--- config.mk ---
export PLATFORM = sky130hd
export DESIGN_NAME = led_scan_ctrl
export DESIGN_NICKNAME = d
export VERILOG_FILES = /design/src/rtl/led_scan_ctrl.sv
export SDC_FILE = /design/constraint.sdc
export NUM_CORES = 1
export LEC_CHECK = 0
export BUFFER_PORTS_ARGS = -buffer_cell sky130_fd_sc_hd__buf_2
export CORE_AREA = 2 2 87 68
export CTS_BUF_LIST = sky130_fd_sc_hd__clkbuf_16
export CTS_CLUSTER_SIZE = 10
export DETAILED_ROUTE_END_ITERATION = 10
export DIE_AREA = 0 0 89 70
export PLACE_DENSITY = 0.76
export SYNTH_ARGS = -nofsm -noshare
export SYNTH_HDL_FRONTEND = slang
export SYNTH_SLANG_ARGS = --single-unit
--- constraint.sdc ---
create_clock -name clk -period 3.9 [get_ports clk]
set_input_delay 0.195 -clock clk [delete_from_list [all_inputs] [get_ports clk]]
set_output_delay 0.195 -clock clk [all_outputs]
set_load 0.005 [all_outputs]
--- src/rtl/led_scan_ctrl.sv ---
// 4x4 LED matrix scanner: blank/drive slot sequencing, global PWM within each dwell,
// and a one-deep pending frame buffer that is swapped in only at frame boundaries.
module led_scan_ctrl #(
    parameter int DWELL_CYCLES = 64,
    parameter int BLANK_CYCLES = 4
) (
    input  logic        clk,
    input  logic        rst,
    input  logic [15:0] frame_in,
    input  logic        frame_valid,
    output logic        frame_ready,
    input  logic [3:0]  brightness,
    output logic [3:0]  aled,
    output logic [3:0]  kled_tri,
    output logic [3:0]  slot,
    output logic        frame_start
);
    localparam int CMAX = (BLANK_CYCLES > DWELL_CYCLES) ? BLANK_CYCLES : DWELL_CYCLES;
    localparam int CW   = (CMAX > 1) ? $clog2(CMAX) : 1;

    typedef enum logic {BLANK, DRIVE} state_t;

    state_t        state_q, state_d;
    logic [CW-1:0] cnt_q, cnt_d;
    logic [3:0]    slot_q, slot_d;
    logic [15:0]   active_q, active_d;
    logic [15:0]   pend_q, pend_d;
    logic          full_q, full_d;
    logic [3:0]    bright_q, bright_d;
    logic          ready_q, fs_q, swap, xfer, lit_d;
    logic [3:0]    aled_q, aled_d, kled_q, kled_d;
    logic [31:0]   on_cycles_d;

    always_comb begin
        state_d  = state_q;
        cnt_d    = cnt_q + CW'(1);
        slot_d   = slot_q;
        active_d = active_q;
        pend_d   = pend_q;
        full_d   = full_q;
        bright_d = bright_q;
        swap     = 1'b0;
        xfer     = frame_valid && ready_q;
        case (state_q)
            BLANK: if (cnt_q == CW'(BLANK_CYCLES - 1)) begin
                state_d = DRIVE;
                cnt_d   = '0;
            end
            DRIVE: if (cnt_q == CW'(DWELL_CYCLES - 1)) begin
                state_d = BLANK;
                cnt_d   = '0;
                slot_d  = slot_q + 4'd1;
                // Leaving slot 15 is the frame boundary: latch brightness, promote pending.
                if (slot_q == 4'd15) begin
                    bright_d = brightness;
                    if (full_q) begin
                        swap     = 1'b1;
                        active_d = pend_q;
                        full_d   = 1'b0;
                    end
                end
            end
            default: state_d = BLANK;
        endcase
        // Ready is low whenever full, so a transfer never collides with a swap.
        if (xfer) begin
            pend_d = frame_in;
            full_d = 1'b1;
        end
        on_cycles_d = ({28'd0, bright_d} + 32'd1) * 32'(DWELL_CYCLES / 16);
        lit_d       = (32'(cnt_d) < on_cycles_d);
        aled_d      = (state_d == DRIVE) ? ~(4'b0001 << slot_d[1:0]) : 4'b1111;
        kled_d      = (state_d == DRIVE && active_d[slot_d] && lit_d) ? (4'b0001 << slot_d[3:2]) : 4'b0000;
    end

    // Outputs are registered from next-state so they line up with state/cnt of the same cycle.
    always_ff @(posedge clk or posedge rst) begin
        if (rst) begin
            state_q  <= BLANK;
            cnt_q    <= '0;
            slot_q   <= '0;
            active_q <= '0;
            pend_q   <= '0;
            full_q   <= 1'b0;
            bright_q <= '0;
            ready_q  <= 1'b1;
            fs_q     <= 1'b0;
            aled_q   <= 4'b1111;
            kled_q   <= 4'b0000;
        end else begin
            state_q  <= state_d;
            cnt_q    <= cnt_d;
            slot_q   <= slot_d;
            active_q <= active_d;
            pend_q   <= pend_d;
            full_q   <= full_d;
            bright_q <= bright_d;
            ready_q  <= !full_d && !swap;
            fs_q     <= swap;
            aled_q   <= aled_d;
            kled_q   <= kled_d;
        end
    end

    assign frame_ready = ready_q;
    assign frame_start = fs_q;
    assign aled        = aled_q;
    assign kled_tri    = kled_q;
    assign slot        = slot_q;
endmodule

==> impl_metrics.csv <==
group,metric,value,unit
layout,n_fill_cell,520,
cts,cts_tree,"yes",
cts,clock_latency,0.33,ns
worst_setup_path,critical_path_arrival,3.49,ns
layout,num_antenna_cells,0,
logic_synthesis,yosysSeqAreaShare,55.3,%
run_status,status,"complete, no violations",
timing,fmax,305,MHz
timing,skew,0.00757,ns
routing,drc,0,
timing,max_slew_violations,0,
logic_synthesis,number_of_enable_type_register_cells_in_the_synthesized_netlist,0,
global_routing,grt_overflow_total,0,
layout,finalNetCount,294,
routing,first_iter_violations,118,
global_routing,track_usage,19.2,%
placement,post-place-cells,331,
die,pin_count,37,
power,cellLeakagePower,1.59,nW
layout,areaGrowthSynthToFinish,19.4,%
logic_synthesis,mappedNetlistArea,0.00264,mm2
global_routing,grt_max_degree,49,
logic_synthesis,ys_async_sr_fraction,100,%
logic_synthesis,synthCells,222,
power,power.net_switching,0.279,mW
logic_synthesis,post_synthesis_cell_type_with_the_largest_combined_area,"sky130_fd_sc_hd__dfrtp_1",
worst_setup_path,critical_path.most_common_cell,"sky130_fd_sc_hd__ha_1",
timing,fin_setup_tns,0,ns
global_routing,first_pass_grt_wire_length,8800,um
power,combPwrFrac,3.8,%
power,vdd.ir_drop.worst,0.000282,V
worst_setup_path,worst-endpoint-required,4.12,ns
die,design.die.area,0.00623,mm2
power,switching_share_of_total_power,20.9,%
timing,slew_at_the_pin_closest_to_its_max_slew_limit,0.777,ns
layout,post_route_cells_drive_above_1_share,33.0,%
cts,cts.reportedPaths.clkPinSlew,0.05,ns
worst_setup_path,cpMaxStageDelayCell,"sky130_fd_sc_hd__ha_1",
cts,clock-root-buffer,"sky130_fd_sc_hd__clkbuf_16",
placement,half_perimeter_wire_length_of_the_detailed_placement_result,3800,um
logic_synthesis,netlist_top_cells_area,"sky130_fd_sc_hd__dfrtp_1, sky130_fd_sc_hd__mux2_2, sky130_fd_sc_hd__nand2_1",
timing,setup_viol_count_final,0,
timing,final-hold-violation-count,0,
placement,port-buffer-count,36,
layout,layout.area.seq,0.00146,mm2
die,initial_core_util,47.7,%
logic_synthesis,postSynthRegisterBits,58,
cts,htree_levels,3,
die,die-height,70,um
die,num_rows,24,
logic_synthesis,yosysMostFrequentCell,"sky130_fd_sc_hd__dfrtp_1",
worst_setup_path,family_with_the_most_delay_on_the_worst_path,"adder cells",
worst_setup_path,critical_path.cell_chain,"ha_1, and3_4, nand4_4, mux2_2, ha_1, xor2_1, ha_1, a21o_1, a21oi_1, and3_1, a32oi_1, nor4_2",
worst_setup_path,worstSetupEndpointType,"flip-flop",
logic_synthesis,synth_warnings,0,
cts,numCtsBuffers,9,
worst_setup_path,path_max_fanout,9,
logic_synthesis,synth.cells.most_frequent,"sky130_fd_sc_hd__dfrtp_1, sky130_fd_sc_hd__nand2_1, sky130_fd_sc_hd__mux2_2, sky130_fd_sc_hd__inv_1, sky130_fd_sc_hd__mux2i_1",
routing,drtAntennaViolNets,0,
power,internal-power,1.05,mW
routing,finalWirelength,5300,um
cts,holdBufCountCts,1,
die,chipWidth,89,um
timing,min_period,3.27,ns
layout,final_core_utilization,57.0,%
flow_run,cap_violations,0,
die,floorplan.core_area,0.00553,mm2
routing,drtPass1Iterations,4,
layout,fin_cells,348,
worst_setup_path,setup.worst_path.start_class,"flip-flop",
worst_setup_path,timing.setup.critical_path_class,"reg2reg",
worst_setup_path,max_stage_delay,0.39,ns
power,power.clock.fraction,49.7,%
logic_synthesis,ys_types,43,
timing,final_min_period_over_clock_period,84.0,%
power,pwr_density_cell,423,mW/mm2
global_routing,grt_antenna_before_repair,0,
cts,ctsResizeCount,0,
placement,placed_cell_area,0.00288,mm2
layout,multiInputGateArea,0.00109,mm2
routing,vias_after_detailed_routing,1852,
placement,gp_routability_congestion,0.897,
logic_synthesis,fraction_of_post_synthesis_cell_area_in_the_top_cell_type_by_area,50.3,%
routing,wl_per_cell,15.2,um
timing,timing.slew.headroom,47.6,%
logic_synthesis,synthFlopType,"sky130_fd_sc_hd__dfrtp_1",
power,power_frac_seq,46.5,%
logic_synthesis,synth.avg_cell_area,11.9,um2
routing,detail_route.vias_per_cell,5.32,
worst_setup_path,crit_buf_inv,0,
cts,cts.sinks,58,
layout,fin_area,0.00315,mm2
cts,cts_buffer_depth,2,
timing,rsz0062_at_grt,"false",
cts,cts_post_setup_buffers_inserted,0,
global_routing,first_global_vias,1841,
min_path,timing.hold.worst.class,"in2reg",
logic_synthesis,synth_fp_nets,251,
routing by layer:
| metal | global-route usage (%) | vias up | share of wire, % |
|---|---|---|---|
| li1 | - | 866 | - |
| met1 | 25.6 | 921 | 46 |
| met2 | 28.2 | 55 | 46 |
| met3 | 8.51 | 10 | 6.4 |
| met4 | 5.97 | 0 | 1.5 |
| met5 | 0 | - | 0 |
worst paths after layout:
kind,end,slack (ns),from,cells after the start
worst min-delay path,frame_ready,0.02,frame_valid,2
worst max-delay path,kled_tri[3],0.63,cnt_q[0],12
worst min register to register,active_q[4],0.47,active_q[4],2
max in group asynchronous,pend_q[6],2.73,rst,4
worst max register to register,kled_tri[3],0.63,cnt_q[0],12
min in group asynchronous,slot[0],0.33,rst,3
power groups by stage:
stage	logic [mW]	registers, mW	clock network (mW)
floorplan	0.0323	0.627	0
global placement	0.0499	0.628	0
detailed placement	0.0518	0.629	0
CTS	0.0528	0.619	0.677
global route	0.0584	0.620	0.700
finish	0.0511	0.619	0.662
final cells by class:
type / instances / area share (%)
clock buffers: 9 / 7.15
inverters: 14 / 1.71
multi-input cells: 144 / 34.5
flip-flops and latches: 58 / 46.3
well taps: 78 / 3.10
clock inverters: 7 / 0.954
repair buffers: 38 / 6.28
sequential cells by signal, indices dropped and copies added, names as in the netlist, named ones only:
register	count
frame_start	1
frame_ready	1
kled_tri	4
state_q	1
pend_q	16
active_q	16
slot	4
cnt_q	6
bright_q	3
aled	4
full_q	1
cells in the final DEF (no fill, tap or decap), types with 6 or more instances in the layout:
cell	n
sky130_fd_sc_hd__buf_2	36
sky130_fd_sc_hd__nand2_1	40
sky130_fd_sc_hd__inv_1	15
sky130_fd_sc_hd__nor2_1	6
sky130_fd_sc_hd__ha_1	6
sky130_fd_sc_hd__mux2i_1	11
sky130_fd_sc_hd__clkbuf_16	9
sky130_fd_sc_hd__nand3_1	7
sky130_fd_sc_hd__dfrtp_1	53
sky130_fd_sc_hd__a32o_1	8
sky130_fd_sc_hd__mux2_2	19
cells by family after synthesis:
logic type      Yosys count  synth area share, %
buf+inv                  20                 3.51
xor+xnor                  8                 2.94
flops                    58                 55.3
fa+ha+maj                 6                 2.85
compound gates           24                 7.45
mux                      31                 12.9
simple gates             75                 15.1
stage by stage:
step	total power, mW	hold WS [ns]	setup WS [ns]
4_1_cts	1.35	0.0143	0.620
6_report	1.33	0.0216	0.626
3_5_place_dp	0.681	0.117	0.635
2_1_floorplan	0.659	0.250	0.966
3_3_place_gp	0.678	0.118	0.802
5_1_grt	1.38	0.0263	0.434
(Power assumes the default switching activity.)
